--- config.mk ---
export PLATFORM = sky130hd
export DESIGN_NAME = fetch_stage
export DESIGN_NICKNAME = d
export VERILOG_FILES = /design/src/rtl/fetch_stage.sv
export SDC_FILE = /design/constraint.sdc
export NUM_CORES = 1
export LEC_CHECK = 0
export ABC_CLOCK_PERIOD_IN_PS = 2200
export CORE_MARGIN = 2
export CORE_UTILIZATION = 40
export CTS_CLUSTER_DIAMETER = 50
export CTS_CLUSTER_SIZE = 10
export DETAILED_ROUTE_END_ITERATION = 8
export GPL_TIMING_DRIVEN = 0
export REMOVE_ABC_BUFFERS = 1
export SYNTH_ARGS = -nofsm -noshare
export SYNTH_HDL_FRONTEND = slang
export SYNTH_SLANG_ARGS = --single-unit
--- constraint.sdc ---
create_clock -name clk -period 2.2 [get_ports clk]
set_input_delay 0.22 -clock clk [delete_from_list [all_inputs] [get_ports clk]]
set_output_delay 0.22 -clock clk [all_outputs]
set_load 0.02 [all_outputs]
--- src/rtl/fetch_stage.sv ---
// Instruction-fetch stage with the IF/ID pipeline register.
// Holds the PC and fetches over a req/ack instruction-memory handshake.
// A one-entry buffer parks a fetched word while decode is stalled.
// Redirects from decode flush IF/ID. A wrong-path fetch that is still
// in flight is drained and its data dropped.
module fetch_stage #(
  parameter logic [31:0] RESET_PC = 32'h0000_0000
) (
  input  logic        clk,
  input  logic        rst,
  output logic        imem_req,
  output logic [31:0] imem_addr,
  input  logic        imem_ack,
  input  logic [31:0] imem_rdata,
  input  logic        stall,
  input  logic        stop,
  input  logic        redirect,
  input  logic [31:0] redirect_pc,
  output logic [31:0] instr_D,
  output logic [31:0] pc_plus4_D,
  output logic        valid_D,
  output logic        fetch_empty
);

  typedef enum logic {RUN, DRAIN} state_t;

  state_t      state;
  logic [31:0] pc;
  logic [31:0] target_r;
  logic        fb_valid;
  logic [31:0] fb_instr;
  logic [31:0] fb_pc4;

  logic        adv;
  logic        redir;
  logic        run;
  logic        ack_run;
  logic [31:0] pc4;

  assign adv     = !stall && !stop;
  assign redir   = redirect && valid_D && adv;
  assign run     = (state == RUN);
  assign pc4     = pc + 32'd4;

  // In DRAIN, pc still holds the wrong-path address until its ack lands,
  // so the address output stays stable for the whole request.
  assign imem_req  = !rst && ((run && !fb_valid) || !run);
  assign imem_addr = pc;

  // Only an ack for a live RUN request carries usable data.
  assign ack_run     = run && imem_ack && imem_req;
  assign fetch_empty = !fb_valid && !(run && imem_ack);

  // PC and RUN/DRAIN sequencing
  always_ff @(posedge clk) begin
    if (rst) begin
      state    <= RUN;
      pc       <= RESET_PC;
      target_r <= RESET_PC;
    end else if (run) begin
      if (redir) begin
        if (ack_run) begin
          pc <= redirect_pc;
        end else if (imem_req) begin
          target_r <= redirect_pc;
          state    <= DRAIN;
        end else begin
          pc <= redirect_pc;
        end
      end else if (ack_run) begin
        pc <= pc4;
      end
    end else if (imem_ack) begin
      pc    <= target_r;
      state <= RUN;
    end
  end

  // One-entry fetch buffer: parks a word that arrives while IF/ID cannot take it
  always_ff @(posedge clk) begin
    if (rst) begin
      fb_valid <= 1'b0;
      fb_instr <= 32'd0;
      fb_pc4   <= 32'd0;
    end else if (redir) begin
      fb_valid <= 1'b0;
    end else if (adv && fb_valid) begin
      fb_valid <= 1'b0;
    end else if (ack_run && (!adv || fb_valid)) begin
      fb_valid <= 1'b1;
      fb_instr <= imem_rdata;
      fb_pc4   <= pc4;
    end
  end

  // IF/ID register: stop > redirect flush > stall > advance
  always_ff @(posedge clk) begin
    if (rst) begin
      instr_D    <= 32'd0;
      pc_plus4_D <= 32'd0;
      valid_D    <= 1'b0;
    end else if (stop || stall) begin
      instr_D    <= instr_D;
    end else if (redir) begin
      instr_D <= 32'd0;
      valid_D <= 1'b0;
    end else if (fb_valid) begin
      instr_D    <= fb_instr;
      pc_plus4_D <= fb_pc4;
      valid_D    <= 1'b1;
    end else if (ack_run) begin
      instr_D    <= imem_rdata;
      pc_plus4_D <= pc4;
      valid_D    <= 1'b1;
    end else begin
      instr_D <= 32'd0;
      valid_D <= 1'b0;
    end
  end

endmodule

==> results of run 1 <==
-- cell families (layout without fill, tap and decap cells) --
| logic type | Yosys count | after routing | share of synthesized area (%) |
|---|---|---|---|
| AO/OA/AOI/OAI | 330 | 331 | 22.6 |
| flip-flops | 195 | 195 | 45.0 |
| buffers and inverters | 98 | 243 | 4.56 |
| other | 0 | 1 | 0 |
| AND/OR/NAND/NOR | 405 | 407 | 20.8 |
| multiplexers | 46 | 46 | 5.37 |
| adder cells (fa/ha/maj) | 1 | 1 | 0.144 |
| XOR/XNOR | 15 | 15 | 1.51 |
-- synth_stat cells (all sizes together), types with 5 or more instances --
master / number
buf: 17
and3: 9
a311oi: 5
inv: 9
dfxtp: 195
o21ai: 90
o22ai: 6
o21a: 9
a31oi: 19
mux2i: 42
nand3: 23
nand4: 7
or3: 7
nand2b: 7
and2: 6
nor3: 31
clkbuf: 71
o31a: 5
a211oi: 20
o31ai: 7
a22oi: 5
xnor2: 10
nand2: 232
xor2: 5
a21oi: 130
nor4: 6
nor2: 66
-- where the power goes --
part           internal [mW]  switching, mW  total [mW]
clock network           1.82           1.43        3.25
logic                  0.432          0.521       0.954
registers               3.64          0.114        3.75
total                   5.89           2.06        7.96
-- registers in the layout, summed over array words and instances (netlist names) --
name	cells
state	1
target_r	32
pc_plus4_D	32
imem_addr	32
fb_valid	1
instr_D	32
fb_pc4	32
fb_instr	32
valid_D	1
-- metal layers --
metal	up-vias	track usage, %
li1	4125	-
met1	3919	32.4
met2	286	39.1
met3	34	5.30
met4	0	6.12
met5	-	0
-- area by class of cell --
| type | count | area [µm²] | share of cell area (%) |
|---|---|---|---|
| clock inverter | 12 | 156 | 1.35 |
| clock buffer | 19 | 443 | 3.83 |
| antenna | 1 | 2.50 | 0.0216 |
| sequential | 195 | 3930 | 33.9 |
| timing repair buffer | 201 | 2070 | 17.9 |
| inverter | 10 | 46.3 | 0.400 |
| timing repair inverter | 1 | 5.00 | 0.0433 |
| tap | 275 | 344 | 2.97 |
| multi-input combinational | 800 | 4580 | 39.6 |
-- worst max-delay path, cell delays in order, from the launching register on --
cell      delay, ps
dfxtp_4         390
ha_2            210
nand4_1         160
or4_4           630
buf_4           180
nor4_4          240
nor2_2           70
o221ai_2        170
-- placed cells by master, fill, tap and decap left out, types with 4 or more instances in the layout --
| master | n |
|---|---|
| xnor2_1 | 10 |
| nor4_1 | 4 |
| o22ai_1 | 6 |
| a31oi_1 | 19 |
| nor2_2 | 5 |
| clkinv_4 | 5 |
| nor2_1 | 61 |
| o21ai_0 | 87 |
| dfxtp_1 | 185 |
| dfxtp_4 | 4 |
| or3_1 | 6 |
| nor3_2 | 4 |
| o2bb2ai_1 | 4 |
| a22oi_1 | 5 |
| buf_12 | 6 |
| dfxtp_2 | 6 |
| nand4_1 | 5 |
| xor2_1 | 5 |
| a21oi_1 | 129 |
| mux2i_1 | 41 |
| nor3_1 | 25 |
| clkdlybuf4s50_1 | 164 |
| nand3_1 | 22 |
| nand2_1 | 232 |
| and3_1 | 8 |
| buf_6 | 8 |
| nand2b_1 | 7 |
| a311oi_1 | 5 |
| o31a_1 | 5 |
| a211oi_1 | 19 |
| buf_4 | 17 |
| o31ai_1 | 6 |
| o21a_1 | 8 |
| and2_1 | 6 |
| and4_1 | 4 |
| inv_1 | 8 |
| clkbuf_16 | 17 |
-- worst min-delay path by stage --
stage                         startpoint                         to  slack, ps  depth (start not counted)
5_1_grt                              rst  fb_instr[20]$_SDFFE_PP0P_        150                          2
6_report                             rst  target_r[29]$_SDFFE_PP0P_        130                          2
2_1_floorplan                        rst   fb_instr[0]$_SDFFE_PP0P_        290                          1
3_3_place_gp    instr_D[22]$_SDFFE_PP0N_   instr_D[22]$_SDFFE_PP0N_        430                          2
3_5_place_dp   target_r[26]$_SDFFE_PP0P_  target_r[26]$_SDFFE_PP0P_        440                          2
4_1_cts                              rst  imem_addr[1]$_SDFFE_PP0P_        120                          2
-- stage by stage --
step / hold WS, ps / setup WS (ps) / power [mW]
2_1_floorplan: 289 / -4170 / 4.24
3_3_place_gp: 432 / -10880 / 4.71
3_5_place_dp: 440 / -2100 / 4.72
4_1_cts: 121 / 5.68 / 7.98
5_1_grt: 147 / -6.38 / 8.25
6_report: 129 / 46.3 / 7.96
-- repair_timing --
item,4_1_cts,5_1_grt
gates cloned,2,2
endpoints found under the hold margin,0,0
resized for setup,26,19
pin swaps,2,3
setup buffers,11,8
endpoints found under the setup margin,185,66
==> results.py, run 1 <==
metrics = {
    "finish": {
        "stdcell_count": 1514,
        "drive_above_1_share_pct": 9.61,
        "final_core_util_pct": 54.7,
        "layout.nets": 1297,
        "final_cell_area_um2": 11600,
        "area_growth_pct": 33.4,
        "num-fill-cells": 2035,
    },
    "logic_synthesis": {
        "synth-edff-count": 0,
        "synthArstFlopShare_pct": 0,
        "synth_top_area_share_pct": 45.0,
        "yosysTopAreaCell": "dfxtp_1",
        "synth_cell_type_count": 65,
        "ys_ff_latch": 195,
        "yosys_warnings": 0,
        "yosys-top-cells-area": "dfxtp_1 45%, nand2_1 10%, a21oi_1 7.5%",
        "synth_cells": 1090,
        "syn_avg_cell_area_um2": 7.96,
        "synth_seq_area_share_pct": 45.0,
        "synthesis.area_um2": 8670,
        "ys.flop_type": "dfxtp_1",
    },
    "placed_design": {
        "gp_congestion": 0.776,
        "placedCellCount": 1459,
        "dp_hpwl_um": 16800,
        "place.port_buffers": 168,
        "dpl_cell_area_um2": 10600,
    },
    "sta": {
        "finalCriticalPeriod_ps": 2150,
        "final-setup-viol-count": 0,
        "finalHoldViolCount": 0,
        "period_share_pct": 97.9,
        "clock-skew-final_ps": 9.59,
        "tightest_slew_ps": 1030,
        "tns_ps": 0,
        "clock.fmax_ghz": 0.464,
        "slew_violations": 0,
        "maxSlewHeadroom_pct": 31.3,
    },
    "floorplan": {
        "coreArea_um2": 21200,
        "rows": 53,
        "start_util_pct": 41.0,
        "die_area_um2": 22900,
        "die_w_um": 151,
        "die_h_um": 151,
        "pin_count": 169,
    },
    "global_routing": {
        "grtUsageTotal_pct": 24.1,
        "grt_pass1_vias": 7629,
        "grt_overflow": 0,
        "grt_pass1_wl_um": 42400,
        "grt_start_max_net_pins": 106,
        "antenna_found_initial": 1,
    },
    "clocking": {
        "clk_latency_ps": 440,
        "ctsHtreeMaxLevel": 4,
        "postCtsHoldBufs": 0,
        "cts_made_buffers": 17,
        "clock_path_buffers": 2,
        "cts_sinks": 195,
        "cts-root-buf": "clkbuf_16",
        "cts_tree": "done",
        "clk_pin_slew_ps": 70,
    },
    "routing": {
        "top_layer_used": "met4",
        "met2WireLength_um": 12900,
        "drtIter0Drc": 671,
        "ant_nets": 0,
        "wl_met3_um": 1900,
        "wl_met1_um": 13100,
        "post_drt_via_cell_ratio": 5.52,
        "vias": 8364,
        "drt-total-wl_um": 28300,
        "drc_errors": 0,
        "post_drt_wl_per_cell_um": 18.7,
        "drt-pass1-iter-count": 5,
    },
    "worst_setup_path": {
        "cp-startpoint": "imem_addr[3]$_SDFFE_PP0P_",
        "r2r-start": "imem_addr[3]$_SDFFE_PP0P_",
        "end_kind": "flip-flop",
        "critical_path_class": "reg2reg",
        "crit_fanout": 8,
        "worst_r2r_endpoint": "imem_addr[22]$_SDFFE_PP0P_",
        "rrSetupSlack_ps": 50,
        "startpoint_type": "flip-flop",
        "cp.arrival_ps": 2500,
        "worstPathRequired_ps": 2550,
        "rr_worst_depth": 7,
        "setup.worst_path.end": "imem_addr[22]$_SDFFE_PP0P_",
    },
    "status": {
        "status": "completed",
    },
    "run": {
        "drv_cap": 0,
    },
    "power_and_ir_drop": {
        "ir_drop_mv": 0.474,
        "powerDensity_nw_per_um2": 688,
        "leakage_nw": 3.88,
    },
    "worst_hold_path": {
        "hold_class": "in2reg",
    },
}
Note: power is estimated with default switching activity, not from simulation.
==> run 2, diff against run 1 <==
Settings changed: CORE_UTILIZATION 40 to 52, PLACE_DENSITY set to 0.8.
==> run 2 against run 1 <==
Worst hold slack improved by 150 ps. Setup slack got worse by 23 ps. First-iteration DRC count rose by 12%. Die area shrank 23%.
==> results.py, run 2 (synthesis gave the netlist of run 1 again) <==
metrics = {
    "finish": {
        "num_antenna_cells": 0,
        "layout.nets": 1296,
        "final_cell_mix": "230 x nand2_1, 185 x dfxtp_1, 166 x clkdlybuf4s50_1, 129 x a21oi_1, 87 x o21ai_0",
        "final_core_util_pct": 70.4,
        "layout_commonest_cell": "nand2_1",
        "area_growth_pct": 33.7,
        "drive_above_1_share_pct": 9.70,
        "num-fill-cells": 1327,
    },
    "floorplan": {
        "pin_count": 169,
        "die_h_um": 133,
        "coreArea_um2": 16500,
        "die_area_um2": 17700,
        "start_util_pct": 52.7,
        "die_w_um": 133,
        "rows": 47,
    },
    "routing": {
        "post_drt_via_cell_ratio": 5.88,
        "ant_nets": 0,
        "drt-pass1-iter-count": 7,
        "drt-total-wl_um": 26300,
        "drtIter0Drc": 754,
        "vias": 8563,
        "post_drt_wl_per_cell_um": 18.1,
        "drc_errors": 0,
    },
    "clocking": {
        "cts_made_buffers": 17,
        "clk_pin_slew_ps": 70,
        "postCtsHoldBufs": 0,
        "ctsHtreeMaxLevel": 4,
        "cts_sinks": 195,
        "clk_latency_ps": 430,
        "cts-root-buf": "clkbuf_16",
        "cts_tree": "done",
        "clock_path_buffers": 2,
    },
    "sta": {
        "timing.final.ws_setup_ps": 23.0,
        "clock-skew-final_ps": 10.7,
        "period_share_pct": 99.0,
        "clock.fmax_ghz": 0.459,
        "finalHoldViolCount": 0,
        "slew_violations": 0,
        "tns_ps": 0,
        "finalCriticalPeriod_ps": 2180,
        "final-setup-viol-count": 0,
        "maxSlewHeadroom_pct": 41.4,
        "tightest_slew_ps": 875,
    },
    "worst_setup_path": {
        "end_kind": "flip-flop",
        "worstPathRequired_ps": 2510,
        "cp.arrival_ps": 2490,
        "startpoint_type": "flip-flop",
        "critical_path_class": "reg2reg",
        "rrSetupSlack_ps": 20,
        "crit_fanout": 8,
    },
    "global_routing": {
        "grt_pass1_vias": 7934,
        "grtUsageTotal_pct": 28.6,
        "grt_pass1_wl_um": 40800,
        "use_met3_pct": 5.18,
        "top_usage_layer": "met2",
        "met1_usage_pct": 37.9,
        "use_met2_pct": 46.6,
        "grt_overflow": 0,
        "grt_start_max_net_pins": 85,
        "antenna_found_initial": 0,
    },
    "status": {
        "status": "completed",
    },
    "placed_design": {
        "dp_hpwl_um": 15600,
        "gp_congestion": 0.849,
        "place.port_buffers": 168,
        "pre_cts_slack_ps": -1950,
    },
    "power_and_ir_drop": {
        "powerDensity_nw_per_um2": 707,
        "power_mw": 8.20,
        "leakage_nw": 3.92,
        "ir_drop_mv": 0.534,
    },
    "worst_hold_path": {
        "hold_class": "in2reg",
    },
    "run": {
        "drv_cap": 0,
    },
}
[run 2: metrics by stage]
step / instances / area (µm²) / hold slack [ps]
3_5_place_dp: 1402 / 10500 / 442
4_1_cts: 1442 / 11400 / 274
3_3_place_gp: 1390 / 10300 / 432
2_1_floorplan: 1002 / 8310 / 289
5_1_grt: 1457 / 11600 / 307
6_report: 1457 / 11600 / 279
[run 2: worst max-delay path: stages (launching register included)]
cell and delay (ps):
dfxtp_4 390, ha_2 210, nand4_1 180, or4_4 670, o31a_1 340, nor2_2 140, o221ai_2 120
[run 2: worst paths after layout]
path                                  start                    endpoint  depth (start not counted)
hold reg to reg   target_r[26]$_SDFFE_PP0P_   target_r[26]$_SDFFE_PP0P_                          2
setup / recovery  imem_addr[3]$_SDFFE_PP0P_  imem_addr[22]$_SDFFE_PP0P_                          6
hold / removal                          rst   target_r[26]$_SDFFE_PP0P_                          2
setup reg to reg  imem_addr[3]$_SDFFE_PP0P_  imem_addr[22]$_SDFFE_PP0P_                          6
[run 2: area by class of cell]
cell class                 count  area, µm²  share of cell area, %
inverter                      10       53.8                  0.464
timing repair buffer         201       2080                   17.9
clock inverter                11        198                   1.71
tap                          220        275                   2.37
timing repair inverter         2       10.0                 0.0864
multi-input combinational    798       4580                   39.6
sequential                   195       3930                   33.9
clock buffer                  20        467                   4.03
[run 2: timing repair]
item / 4_1_cts / 5_1_grt
gates cloned: 3 / 1
buffers inserted: 6 / 14
endpoints found under the hold margin: 0 / 0
endpoints found under the setup margin: 163 / 24
pin swaps: 2 / 4
gates resized for setup: 28 / 21
[run 2: power by group]
| group | internal, mW | total [mW] | leakage (nW) | switching, mW |
|---|---|---|---|---|
| sequential | 3.64 | 3.75 | 1.59 | 0.107 |
| clock | 2.11 | 3.48 | 0.323 | 1.37 |
| combinational | 0.442 | 0.962 | 2.01 | 0.520 |
| total | 6.20 | 8.20 | 3.92 | 2.00 |
[run 2: routing by layer]
layer / wire (µm) / share of wire (%)
met2: 12300 / 47
met5: 0 / 0
met3: 2140 / 8.1
met4: 697 / 2.6
met1: 11200 / 43
